===== config.mk =====
export PLATFORM = sky130hd
export DESIGN_NAME = mbssoc_bus_arbiter_flat
export DESIGN_NICKNAME = d
export VERILOG_FILES = /design/src/rtl/mbssoc_bus_arbiter_if.sv /design/src/rtl/mbssoc_bus_arbiter.sv /design/src/flat_wrapper.sv
export SDC_FILE = /design/constraint.sdc
export NUM_CORES = 1
export LEC_CHECK = 0
export ABC_AREA = 1
export BUFFER_PORTS_ARGS = -buffer_cell sky130_fd_sc_hd__buf_2
export CAP_MARGIN = 15
export CORE_MARGIN = 5
export CORE_UTILIZATION = 29
export DETAILED_ROUTE_END_ITERATION = 10
export PLACE_DENSITY = 0.78
export SYNTH_ARGS = -nofsm -noshare
export SYNTH_HDL_FRONTEND = slang
export SYNTH_SLANG_ARGS = --single-unit

===== constraint.sdc =====
create_clock -name clk -period 1.2 [get_ports clk]
set_input_delay 0.12 -clock clk [delete_from_list [all_inputs] [get_ports clk]]
set_output_delay 0.12 -clock clk [all_outputs]
set_load 0.005 [all_outputs]

===== src/rtl/mbssoc_bus_arbiter_if.sv =====
// rtl/mbssoc_bus_arbiter_if.sv - core request lines and shared RAM port seen by the bus arbiter
interface mbssoc_bus_arbiter_if #(
  parameter int CORE_NUM   = 2,
  parameter int SEL_WIDTH  = 1,
  parameter int ADDR_WIDTH = 32
);
  logic [2*CORE_NUM-1:0]          ctrl_bus;
  logic [CORE_NUM*ADDR_WIDTH-1:0] addr_bus;
  logic [CORE_NUM-1:0]            cpu_pause;
  logic                           ram_re;
  logic                           ram_we;
  logic [ADDR_WIDTH-1:0]          ram_addr;
  logic                           grant_valid;
  logic [SEL_WIDTH-1:0]           grant_idx;
  logic                           rw_conflict;

  modport master (
    output ctrl_bus, addr_bus,
    input  cpu_pause, ram_re, ram_we, ram_addr, grant_valid, grant_idx, rw_conflict
  );

  modport slave (
    input  ctrl_bus, addr_bus,
    output cpu_pause, ram_re, ram_we, ram_addr, grant_valid, grant_idx, rw_conflict
  );
endinterface


===== src/rtl/mbssoc_bus_arbiter.sv =====
// rtl/mbssoc_bus_arbiter.sv - round-robin arbiter granting one shared RAM port to CORE_NUM cores
// Strobes follow the owner's live inputs; wait states and a hold limit bound each tenure.
module mbssoc_bus_arbiter #(
  parameter int CORE_NUM   = 2,
  parameter int SEL_WIDTH  = 1,
  parameter int ADDR_WIDTH = 32,
  parameter int RAM_WAIT   = 0,
  parameter int MAX_HOLD   = 4
) (
  input  logic                clk,
  input  logic                rst,
  mbssoc_bus_arbiter_if.slave bus
);
  localparam int WAIT_W = (RAM_WAIT > 0) ? $clog2(RAM_WAIT + 1) : 1;
  localparam int HOLD_W = (MAX_HOLD > 1) ? $clog2(MAX_HOLD) : 1;
  localparam logic [WAIT_W-1:0]    WAIT_LAST = WAIT_W'(RAM_WAIT);
  localparam logic [HOLD_W-1:0]    HOLD_LAST = HOLD_W'(MAX_HOLD - 1);
  localparam logic [SEL_WIDTH-1:0] LAST_RST  = SEL_WIDTH'(CORE_NUM - 1);

  typedef enum logic {ST_IDLE, ST_ACCESS} state_t;

  state_t                r_state;
  logic [SEL_WIDTH-1:0]  r_owner;
  logic [SEL_WIDTH-1:0]  r_last_owner;
  logic [WAIT_W-1:0]     r_wait_cnt;
  logic [HOLD_W-1:0]     r_hold_cnt;

  logic [CORE_NUM-1:0]   w_re;
  logic [CORE_NUM-1:0]   w_we;
  logic [CORE_NUM-1:0]   w_req;
  logic [CORE_NUM-1:0]   w_owner_oh;
  logic [ADDR_WIDTH-1:0] w_addr [CORE_NUM];

  logic [SEL_WIDTH-1:0]  w_pick_base;
  logic [SEL_WIDTH-1:0]  w_pick;
  logic [SEL_WIDTH-1:0]  w_cand;
  logic                  w_pick_hit;

  logic                  w_access;
  logic                  w_own_req;
  logic                  w_own_re;
  logic                  w_own_we;
  logic                  w_wait_done;
  logic                  w_complete;
  logic                  w_others;

  always_comb begin
    w_re       = '0;
    w_we       = '0;
    w_req      = '0;
    w_owner_oh = '0;
    for (int i = 0; i < CORE_NUM; i++) begin
      w_re[i]       = bus.ctrl_bus[2*i];
      w_we[i]       = bus.ctrl_bus[2*i+1];
      w_req[i]      = bus.ctrl_bus[2*i] | bus.ctrl_bus[2*i+1];
      w_addr[i]     = bus.addr_bus[i*ADDR_WIDTH +: ADDR_WIDTH];
      w_owner_oh[i] = (r_owner == SEL_WIDTH'(i));
    end
  end

  // Scan starts just past the core that last used the bus; in ACCESS that is
  // the current owner, since any handover follows its completion or abort.
  always_comb begin
    w_pick_base = (r_state == ST_ACCESS) ? r_owner : r_last_owner;
    w_pick      = w_pick_base;
    w_pick_hit  = 1'b0;
    w_cand      = '0;
    for (int k = 1; k <= CORE_NUM; k++) begin
      w_cand = SEL_WIDTH'((int'(w_pick_base) + k) % CORE_NUM);
      if (!w_pick_hit && w_req[w_cand]) begin
        w_pick     = w_cand;
        w_pick_hit = 1'b1;
      end
    end
  end

  assign w_access    = (r_state == ST_ACCESS);
  assign w_own_re    = w_re[r_owner];
  assign w_own_we    = w_we[r_owner];
  assign w_own_req   = w_req[r_owner];
  assign w_wait_done = (r_wait_cnt == WAIT_LAST);
  assign w_complete  = w_access & w_wait_done & w_own_req;
  assign w_others    = |(w_req & ~w_owner_oh);

  assign bus.grant_valid = w_access;
  assign bus.grant_idx   = w_access ? r_owner : '0;
  assign bus.ram_addr    = w_access ? w_addr[r_owner] : '0;
  assign bus.ram_we      = w_access & w_own_we;
  assign bus.ram_re      = w_access & w_own_re & ~w_own_we;
  assign bus.rw_conflict = w_access & w_own_re & w_own_we;
  assign bus.cpu_pause   = w_req & ~(w_owner_oh & {CORE_NUM{w_complete}});

  always_ff @(posedge clk or posedge rst) begin
    if (rst) begin
      r_state      <= ST_IDLE;
      r_owner      <= '0;
      r_last_owner <= LAST_RST;
      r_wait_cnt   <= '0;
      r_hold_cnt   <= '0;
    end else begin
      case (r_state)
        ST_IDLE: begin
          if (|w_req) begin
            r_owner    <= w_pick;
            r_wait_cnt <= '0;
            r_hold_cnt <= '0;
            r_state    <= ST_ACCESS;
          end
        end
        ST_ACCESS: begin
          if (!w_own_req) begin
            r_last_owner <= r_owner;
            r_wait_cnt   <= '0;
            r_hold_cnt   <= '0;
            if (|w_req) begin
              r_owner <= w_pick;
            end else begin
              r_state <= ST_IDLE;
            end
          end else if (!w_wait_done) begin
            r_wait_cnt <= r_wait_cnt + 1'b1;
          end else begin
            r_last_owner <= r_owner;
            r_wait_cnt   <= '0;
            if (w_others && (r_hold_cnt == HOLD_LAST)) begin
              r_owner    <= w_pick;
              r_hold_cnt <= '0;
            end else if (r_hold_cnt != HOLD_LAST) begin
              r_hold_cnt <= r_hold_cnt + 1'b1;
            end
          end
        end
        default: r_state <= ST_IDLE;
      endcase
    end
  end
endmodule


===== src/flat_wrapper.sv =====
// flat-port wrapper written by rule: the top's interface ports become plain ports
module mbssoc_bus_arbiter_flat 
#(
  parameter int CORE_NUM   = 2,
  parameter int SEL_WIDTH  = 1,
  parameter int ADDR_WIDTH = 32,
  parameter int RAM_WAIT   = 0,
  parameter int MAX_HOLD   = 4
)
  (clk, rst, bus_ctrl_bus, bus_addr_bus, bus_cpu_pause, bus_ram_re, bus_ram_we, bus_ram_addr, bus_grant_valid, bus_grant_idx, bus_rw_conflict);
  mbssoc_bus_arbiter_if #(.CORE_NUM(CORE_NUM), .SEL_WIDTH(SEL_WIDTH), .ADDR_WIDTH(ADDR_WIDTH)) bus_i ();
  input  logic clk;
  input  logic rst;
  input wire logic [$bits(bus_i.ctrl_bus)-1:0] bus_ctrl_bus;
  input wire logic [$bits(bus_i.addr_bus)-1:0] bus_addr_bus;
  output wire logic [$bits(bus_i.cpu_pause)-1:0] bus_cpu_pause;
  output wire logic [$bits(bus_i.ram_re)-1:0] bus_ram_re;
  output wire logic [$bits(bus_i.ram_we)-1:0] bus_ram_we;
  output wire logic [$bits(bus_i.ram_addr)-1:0] bus_ram_addr;
  output wire logic [$bits(bus_i.grant_valid)-1:0] bus_grant_valid;
  output wire logic [$bits(bus_i.grant_idx)-1:0] bus_grant_idx;
  output wire logic [$bits(bus_i.rw_conflict)-1:0] bus_rw_conflict;
  assign bus_i.ctrl_bus = bus_ctrl_bus;
  assign bus_i.addr_bus = bus_addr_bus;
  assign bus_cpu_pause = bus_i.cpu_pause;
  assign bus_ram_re = bus_i.ram_re;
  assign bus_ram_we = bus_i.ram_we;
  assign bus_ram_addr = bus_i.ram_addr;
  assign bus_grant_valid = bus_i.grant_valid;
  assign bus_grant_idx = bus_i.grant_idx;
  assign bus_rw_conflict = bus_i.rw_conflict;
  mbssoc_bus_arbiter #(.CORE_NUM(CORE_NUM), .SEL_WIDTH(SEL_WIDTH), .ADDR_WIDTH(ADDR_WIDTH), .RAM_WAIT(RAM_WAIT), .MAX_HOLD(MAX_HOLD)) u_core (.clk(clk), .rst(rst), .bus(bus_i));
endmodule

==> flow_summary.json, run 1 <==
{
  "h-tree-depth": 1,
  "tritoncts_num_sinks": 5,
  "maxSlewViolCount": 0,
  "power.net_switching_mw": 1.29,
  "root_buffer": "clkbuf_4",
  "synth.yosys.seq_area_share_pct": 17.8,
  "nNetsFinal": 294,
  "synth.lib_cells_used.distinct": 19,
  "antenna-diode-count": 0,
  "commonest_non_fill_non_tap_cell_in_the_layout": "buf_2",
  "cp_required_ns": 1.08,
  "worstReg2RegEnd": "u_core.r_hold_cnt[0]",
  "worst_setup_path_end_kind": "output port",
  "tritoncts_clock_tree": "done",
  "synth-main-ff-cell": "dfrtp_1",
  "die_height_um": 59.5,
  "route.detailed.drc": 0,
  "path_cells": "nand2_2 -> inv_4 -> clkbuf_16 -> a22o_1 -> buf_2",
  "floorplan.core_area_mm2": 0.00241,
  "ys.warnings.count": 0,
  "die_x_um": 59.5,
  "gp_congestion": 0.830,
  "critPathBufInv": 3,
  "placementRows": 18,
  "design.die.area_mm2": 0.00354,
  "cpLargestDelayFamily": "flip-flops",
  "worstSetupStartpointType": "register",
  "arrival_ns": 1.33,
  "fraction_of_power_spent_switching_nets_pct": 41.1,
  "max_slew.worst_pin.slew_ns": 0.287,
  "min-delay-path-class": "in2async",
  "drt-total-wl_mm": 3.40,
  "preCtsSetupSlack_ns": -0.0171,
  "drt-vias-per-instance": 4.87,
  "grt_remaining_overflow": 0,
  "finalWorstPathRequiredPeriod_ns": 1.45,
  "critical-path-slowest-cell": "dfrtp_1",
  "ant_nets": 0,
  "synth-seq-cells": 5,
  "crit_fanout": 10,
  "reg2reg_setup_slack_ns": -0.18,
  "clk_pin_slew_ns": 0.04,
  "critPathKind": "reg2out",
  "crit-reg2reg-launch": "u_core.bus.grant_valid",
  "worst_slack_ns": -0.250,
  "mappedNetlistNets": 169,
  "max_cap_violations": 0,
  "grt_antenna_before_repair": 0,
  "fin_crit_sh_pct": 121,
  "timing.critical_path.slowest_cell_delay_ns": 0.42,
  "report.final.hold_viol_count": 0,
  "pwr-share-seq_pct": 9.3,
  "ioPinCount": 109,
  "drt_first_iter_violations": 26,
  "setup_viol": 41,
  "pwr-share-comb_pct": 84.8,
  "cell_internal_pwr_mw": 1.85,
  "final.setup_skew_ns": 0.00121,
  "power_density_normalized_to_cell_area_mw_per_mm2": 2040,
  "asyncSetResetFlopFracSynth_pct": 100,
  "grt_max_degree": 21,
  "synth-edff-count": 0,
  "fmax_ghz": 0.690,
  "fin_tns_setup_ns": -8.42,
  "cts.path.max_buffers": 2,
  "outcome": "complete, but fails checks",
  "number_of_global_route_vias_before_repair": 1111,
  "clk_latency_ns": 0.24,
  "synthToLayoutAreaGrowth_pct": 117,
  "drive_gt1_share_pct": 67.6,
  "nFillCells": 232,
  "power.ir.vdd_worst_mv": 1.53,
  "num_vias": 1228,
  "relSlewSlack_pct": 80.6,
  "synthesis.area_per_instance_um2": 7.24,
  "grt_pass1_wl_mm": 4.58,
  "drtPass1Iterations": 6,
  "start_util_pct": 29.4,
  "fraction_of_power_consumed_by_the_clock_network_pct": 6.0,
  "avgRoutedWirePerCell_um": 13.5,
  "detailedPlacementHpwl_mm": 2.64,
  "violations": "setup timing",
  "grt_util_all_layers_pct": 16.4,
  "rsz0062_at_grt": "yes",
  "power.leakage_nw": 0.937,
  "tritoncts.num_buffers": 3,
  "worstRegToRegCells": 11,
  "io_port_bufs": 108,
  "post_synth_instance_area_um2": 709,
  "layout_common_cells": "buf_2 (108), a22o_1 (32), nand2_1 (14), nor2_2 (9)",
  "syn-instance-count": 98
}
## area by class of cell
class / instances / area, µm² / area share [%]
inverters: 13 / 58.8 / 3.82
repair buffers: 126 / 774 / 50.3
flip-flops and latches: 5 / 126 / 8.21
multi-input cells: 74 / 515 / 33.5
clock buffers: 4 / 26.3 / 1.71
well taps: 30 / 37.5 / 2.44
## kinds of logic after synthesis
logic type,count (synthesis),synth area share [%]
flip-flops,5,17.8
buffers and inverters,19,12.2
AO/OA/AOI/OAI,37,43.9
adder cells (fa/ha/maj),1,1.76
AND/OR/NAND/NOR,36,24.3
## worst register-to-register path, stage by stage (launching register included)
cell     delay, ns
dfrtp_1       0.42
nand2_2       0.10
buf_4         0.15
buf_6         0.11
buf_6         0.11
nor2_4        0.09
inv_2         0.04
nand2_2       0.07
nand2_2       0.06
nor2_2        0.07
nand2_1       0.05
nand2_1       0.05
## Yosys cell counts (2+ instances only)
| cell | count | area [µm²] |
|---|---|---|
| a22o_1 | 32 | 280 |
| nand2_1 | 14 | 52.6 |
| inv_1 | 8 | 30.0 |
| nor2_1 | 8 | 30.0 |
| inv_2 | 5 | 18.8 |
| nor2_2 | 5 | 31.3 |
| dfrtp_1 | 4 | 100 |
| nand2_2 | 4 | 25.0 |
| buf_2 | 3 | 15.0 |
| buf_4 | 3 | 22.5 |
| o21ai_0 | 3 | 15.0 |
| nand3_1 | 2 | 10.0 |
## per-stage QoR
step / std cells / utilization, % / power (mW) / cell area, µm² / hold slack, ns
floorplan: 98 / - / 1.48 / 709 / -0.102
global placement: 239 / 56.7 / 2.48 / 1370 / 0.0187
detailed placement: 239 / 56.7 / 2.50 / 1370 / 0.0188
CTS: 247 / 59.7 / 2.81 / 1440 / 0.313
global route: 252 / 63.9 / 3.42 / 1540 / 0.350
finish: 252 / 63.9 / 3.14 / 1540 / 0.316
## registers in the layout, indices dropped and copies added, names as in the netlist
name                    flops
u_core.r_owner              1
u_core.bus.grant_valid      1
u_core.r_last_owner         1
u_core.r_hold_cnt           2
## power by group through the flow
| stage | combinational, mW | clock, mW | sequential [mW] |
|---|---|---|---|
| after CTS | 2.33 | 0.199 | 0.289 |
| after global routing | 2.92 | 0.210 | 0.298 |
| after global placement | 2.19 | 0 | 0.293 |
| after floorplan | 1.19 | 0 | 0.293 |
| final | 2.66 | 0.187 | 0.291 |
| after detailed placement | 2.21 | 0 | 0.294 |
## layer usage
layer  track usage, %  wire length (µm)  vias up
met1             15.4              1140      555
met4             5.18                23        0
met5                0                 0        -
li1                 -                 -      602
met3             4.58               414        4
met2             33.1              1820       67
## timing repair
item	4_1_cts	5_1_grt
hold buffers	1	0
endpoints found under the setup margin	37	41
gates cloned	0	3
gates resized for setup	5	9
endpoints found under the hold margin	5	0
pin swaps	4	4
buffers inserted	3	2
## how the worst max path moves through the flow
stage                           startpoint                   end  slack, ns  depth (start not counted)
finish              u_core.bus.grant_valid       bus_ram_addr[3]      -0.25                          5
global route        u_core.bus.grant_valid      bus_ram_addr[25]      -0.30                          5
CTS                 u_core.bus.grant_valid      bus_ram_addr[25]      -0.24                          5
detailed placement          u_core.r_owner      bus_ram_addr[25]      -0.02                          6
global placement    u_core.bus.grant_valid      bus_ram_addr[25]       0.02                          5
floorplan                   u_core.r_owner  u_core.r_hold_cnt[0]       0.10                          9
Power figures use the tool's default switching activity.
==> inputs of run 2 (changes only) <==
--- a/config.mk
+++ b/config.mk
@@ -6,7 +6,7 @@
 export NUM_CORES = 1
 export LEC_CHECK = 0
 export ABC_AREA = 1
-export BUFFER_PORTS_ARGS = -buffer_cell sky130_fd_sc_hd__buf_2
+export BUFFER_PORTS_ARGS = -buffer_cell sky130_fd_sc_hd__buf_4
 export CAP_MARGIN = 15
 export CORE_MARGIN = 5
 export CORE_UTILIZATION = 29
==> flow_summary.json, run 2 (synthesized netlist as in run 1, its figures left out) <==
{
  "report.final.hold_viol_count": 0,
  "grt_util_all_layers_pct": 17.4,
  "timing.critical_path.slowest_cell_delay_ns": 0.41,
  "critPathKind": "reg2out",
  "ioPinCount": 109,
  "detailedPlacementHpwl_mm": 2.95,
  "met3WireLength_um": 348,
  "drive_gt1_share_pct": 65.7,
  "tritoncts.num_buffers": 3,
  "preCtsSetupSlack_ns": 0.0110,
  "power_density_normalized_to_cell_area_mw_per_mm2": 1860,
  "critPathBufInv": 3,
  "met1_length_mm": 1.13,
  "cts.path.max_buffers": 2,
  "floorplan.core_area_mm2": 0.00241,
  "arrival_ns": 1.30,
  "worst_slack_ns": -0.215,
  "drtPass1Iterations": 4,
  "final.setup_skew_ns": 0.000639,
  "cp_required_ns": 1.08,
  "postLayoutCellArea_mm2": 0.00172,
  "multiInputGateArea_um2": 510,
  "crit_fanout": 18,
  "route.detailed.drc": 0,
  "start_util_pct": 29.4,
  "highest_layer": "met4",
  "violations": "setup timing",
  "wl_met2_mm": 1.90,
  "grt_antenna_before_repair": 0,
  "setup_viol": 41,
  "post_dp_cell_area_mm2": 0.00163,
  "worst_hold_slack_across_all_endpoints_ns": 0.203,
  "tritoncts_clock_tree": "done",
  "power.leakage_nw": 0.979,
  "gp_congestion": 0.831,
  "max_slew.worst_pin.slew_ns": 0.223,
  "maxSlewViolCount": 0,
  "grt_remaining_overflow": 0,
  "register_bank_with_the_most_flops": "u_core.r_hold_cnt",
  "post-layout-total-power_mw": 3.20,
  "drt-total-wl_mm": 3.43,
  "drt-vias-per-instance": 4.79,
  "commonest_non_fill_non_tap_cell_in_the_layout": "buf_4",
  "worst_setup_path_end_kind": "output port",
  "io_port_bufs": 108,
  "grt_pass1_wl_mm": 4.71,
  "clk_latency_ns": 0.23,
  "die_height_um": 59.5,
  "grt_max_degree": 19,
  "max_cap_violations": 0,
  "nNetsFinal": 288,
  "outcome": "complete, but fails checks",
  "synthToLayoutAreaGrowth_pct": 142,
  "power.ir.vdd_worst_mv": 1.27,
  "layout_common_cells": "buf_4 (112), a22o_1 (32), nand2_1 (13), inv_1 (8), nor2_1 (7)",
  "cpLargestDelayFamily": "flip-flops",
  "drt_first_iter_violations": 59,
  "die_x_um": 59.5,
  "seq_cell_area_um2": 126,
  "antenna-diode-count": 0,
  "rsz0062_at_grt": "yes",
  "avgRoutedWirePerCell_um": 13.9,
  "finalWorstPathRequiredPeriod_ns": 1.42,
  "fmax_ghz": 0.706,
  "h-tree-depth": 1,
  "tritoncts_num_sinks": 5,
  "placementRows": 18,
  "worstSetupStartpointType": "register",
  "root_buffer": "clkbuf_4",
  "num_vias": 1178,
  "clk_pin_slew_ns": 0.04,
  "min-delay-path-class": "in2reg",
  "nFillCells": 192,
  "max_reg_flops": 2,
  "relSlewSlack_pct": 84.9,
  "design.die.area_mm2": 0.00354,
  "number_of_global_route_vias_before_repair": 1105,
  "path_cells": "nand2_2 -> inv_4 -> buf_12 -> a22o_1 -> buf_4",
  "fin_crit_sh_pct": 118,
  "ant_nets": 0,
  "critical-path-slowest-cell": "dfrtp_1"
}
-- run 2: worst register-to-register path, delay by kind of cell (launching register included) --
kind | cells | cell delay (ns)
AND/OR/NAND/NOR | 7 | 0.49
buffers and inverters | 3 | 0.31
flip-flops | 1 | 0.39
-- run 2: what timing repair did --
| item | 4_1_cts | 5_1_grt |
|---|---|---|
| endpoints found under the hold margin | 4 | 0 |
| buffers inserted | 2 | 1 |
| endpoints found under the setup margin | 38 | 41 |
| pin swaps | 6 | 0 |
| hold buffers | 1 | 0 |
| gates resized for setup | 5 | 5 |
-- run 2: cell type report --
cell class / count / area share, %
Timing Repair Buffer: 120 / 56.1
Multi-Input combinational cell: 74 / 29.7
Inverter: 13 / 3.13
Clock buffer: 4 / 1.53
Sequential cell: 5 / 7.35
Tap cell: 30 / 2.18
-- run 2: power breakdown --
group | internal, mW | switching (mW) | total (mW)
combinational | 1.60 | 1.12 | 2.72
clock | 0.125 | 0.0602 | 0.185
sequential | 0.246 | 0.0484 | 0.294
total | 1.97 | 1.23 | 3.20
-- run 2: through the flow --
stage,setup TNS (ns),utilization [%],std cells
6_report,-7.42,71.3,246
5_1_grt,-10.13,71.3,246
4_1_cts,-7.95,70.3,245
3_5_place_dp,0,67.7,238
3_3_place_gp,0,67.7,238
2_1_floorplan,0,-,98
-- run 2: per-layer routing --
metal	vias to the layer above	track usage (%)
met3	6	4.14
met4	0	7.77
met5	-	0
met2	55	34.3
met1	527	16.4
li1	590	-
-- run 2: final timing paths --
kind                                              from                      to  slack (ns)  depth (start not counted)
worst max register to register  u_core.bus.grant_valid    u_core.r_hold_cnt[0]       -0.08                         10
worst min-delay path                   bus_ctrl_bus[2]  u_core.bus.grant_valid        0.20                          5
min in group asynchronous                          rst          u_core.r_owner        0.35                          3
worst min register to register    u_core.r_hold_cnt[1]    u_core.r_hold_cnt[1]        0.48                          2
max in group asynchronous                          rst     u_core.r_last_owner        0.61                          3
worst max-delay path            u_core.bus.grant_valid         bus_ram_addr[8]       -0.22                          5
==> inputs of run 3 (changes only) <==
--- a/config.mk
+++ b/config.mk
@@ -8,7 +8,6 @@
 export ABC_AREA = 1
 export BUFFER_PORTS_ARGS = -buffer_cell sky130_fd_sc_hd__buf_4
 export CAP_MARGIN = 15
-export CORE_MARGIN = 5
 export CORE_UTILIZATION = 29
 export DETAILED_ROUTE_END_ITERATION = 10
 export PLACE_DENSITY = 0.78
==> flow_summary.json, run 3 (synthesized netlist as in run 1, its figures left out) <==
{
  "outcome": "complete, but fails checks",
  "violations": "setup timing",
  "io_port_bufs": 108,
  "fin_tns_setup_ns": -9.24,
  "start_util_pct": 31.5,
  "grt_pass1_wl_mm": 4.97,
  "dp.cells": 238,
  "grt_remaining_overflow": 0,
  "rsz0062_at_grt": "yes",
  "max_cap_violations": 0,
  "power_density_normalized_to_cell_area_mw_per_mm2": 1940,
  "max_reg_flops": 2,
  "final_core_utilization_pct": 78.4,
  "relSlewSlack_pct": 81.2,
  "worst_setup_path_end_kind": "output port",
  "clk_latency_ns": 0.23,
  "gp_congestion": 0.751,
  "drt-vias-per-instance": 4.98,
  "cts.path.max_buffers": 2,
  "worst_slack_ns": -0.291,
  "fmax_ghz": 0.671,
  "grt_util_all_layers_pct": 25.4,
  "arrival_ns": 1.37,
  "reg2reg_setup_slack_ns": -0.14,
  "synthToLayoutAreaGrowth_pct": 149,
  "max_slew.worst_pin.slew_ns": 0.282,
  "die_x_um": 51.5,
  "design.die.area_mm2": 0.00265,
  "nFillCells": 168,
  "h-tree-depth": 1,
  "placementRows": 17,
  "tritoncts_num_sinks": 5,
  "commonest_non_fill_non_tap_cell_in_the_layout": "buf_4",
  "number_of_global_route_vias_before_repair": 1136,
  "layout_common_cells": "buf_4 (115), a22o_1 (32), nand2_1 (12), inv_1 (8), nor2_1 (7)",
  "final.setup_skew_ns": 0.000739,
  "floorplan.core_area_mm2": 0.00225,
  "worstRegToRegCells": 10,
  "nNetsFinal": 292,
  "critPathKind": "reg2out",
  "grt_antenna_before_repair": 0,
  "power.ir.vdd_worst_mv": 1.55,
  "drt_first_iter_violations": 30,
  "register_bank_with_the_most_flops": "u_core.r_hold_cnt",
  "min-delay-path-class": "in2reg",
  "report.final.hold_viol_count": 0,
  "tritoncts_clock_tree": "done",
  "finalWorstPathRequiredPeriod_ns": 1.49,
  "worstSetupStartpointType": "register",
  "crit-reg2reg-launch": "u_core.bus.grant_valid",
  "maxSlewViolCount": 0,
  "drtPass1Iterations": 4,
  "fin_crit_sh_pct": 124,
  "power.leakage_nw": 1.01,
  "clk_pin_slew_ns": 0.04,
  "hold-path-endpoint": "u_core.bus.grant_valid",
  "route.detailed.drc": 0,
  "min_delay_path_depth": 5,
  "antenna-diode-count": 0,
  "hold_path.startpoint": "bus_ctrl_bus[0]",
  "drt-total-wl_mm": 3.79,
  "final-instance-count-excl-fill": 248,
  "die_height_um": 51.5,
  "avgRoutedWirePerCell_um": 15.3,
  "tritoncts.num_buffers": 3,
  "setup_viol": 41,
  "ant_nets": 0,
  "preCtsSetupSlack_ns": -0.00531,
  "detailedPlacementHpwl_mm": 2.89,
  "num_vias": 1236,
  "cp_required_ns": 1.08,
  "grt_max_degree": 23,
  "drive_gt1_share_pct": 66.8,
  "ioPinCount": 109,
  "worstReg2RegEnd": "u_core.r_hold_cnt[0]",
  "root_buffer": "clkbuf_4",
  "crit_fanout": 10
}
==> run 3: cell count changes in the layout (fill, tap and decap cells not counted), moves of 2 or more <==
cell     change
buf_4        +3
nand2_4      +3
buf_12       -2
buf_6        +2
nand2_2      -2
o21ai_0      -2
o21ai_1      +2
==> run 3: where the power goes <==
group	internal (mW)	switching [mW]
logic	1.70	1.25
registers	0.246	0.0585
clock network	0.125	0.0580
==> run 3: worst max-delay path, cell delays in order (launching register included) <==
cell and delay [ns]:
dfrtp_1 0.41, inv_2 0.08, nand2_4 0.09, inv_6 0.05, clkbuf_16 0.16, a22o_1 0.20, buf_4 0.15
==> run 3: what timing repair did <==
action / CTS / global route
setup buffers: 4 / 0
resized for setup: 6 / 13
endpoints found under the setup margin: 39 / 41
pin swaps: 5 / 3
gates cloned: 0 / 1
hold buffers: 1 / 0
hold endpoints to repair: 4 / 0
==> run 3: metal layers <==
| metal | vias up | routed length (µm) | track usage [%] | share of wire (%) |
|---|---|---|---|---|
| li1 | 601 | - | - | - |
| met1 | 577 | 1420 | 26.8 | 38 |
| met2 | 56 | 2090 | 48.9 | 55 |
| met3 | 2 | 259 | 5.36 | 6.8 |
| met4 | 0 | 12 | 7.66 | 0.32 |
| met5 | - | 0 | 0 | 0 |
==> run 3: worst max-delay path by stage <==
stage | start | depth (start not counted) | to | slack (ns)
floorplan | u_core.r_owner | 9 | u_core.r_hold_cnt[0] | 0.10
global placement | u_core.bus.grant_valid | 5 | bus_ram_addr[26] | 0.03
detailed placement | u_core.r_owner | 9 | u_core.r_hold_cnt[0] | -0.005
CTS | u_core.r_owner | 5 | bus_ram_addr[26] | -0.23
global route | u_core.r_owner | 6 | bus_ram_addr[3] | -0.34
finish | u_core.r_owner | 6 | bus_ram_addr[3] | -0.29
==> run 3: area by class of cell <==
type                       instances  area [µm²]  share of cell area [%]
tap                               28        35.0                    1.98
inverter                          13        56.3                    3.19
clock buffer                       4        26.3                    1.49
multi-input combinational         74         528                    29.9
sequential                         5         126                    7.15
timing repair buffer             124         995                    56.3
==> run 3: metrics by stage <==
stage               hold slack, ns  power (mW)  area, µm²
CTS                          0.216        3.17       1700
global route                 0.242        3.65       1770
floorplan                   -0.102        1.48        709
detailed placement          0.0350        2.85       1620
global placement            0.0299        2.78       1620
finish                       0.236        3.43       1770
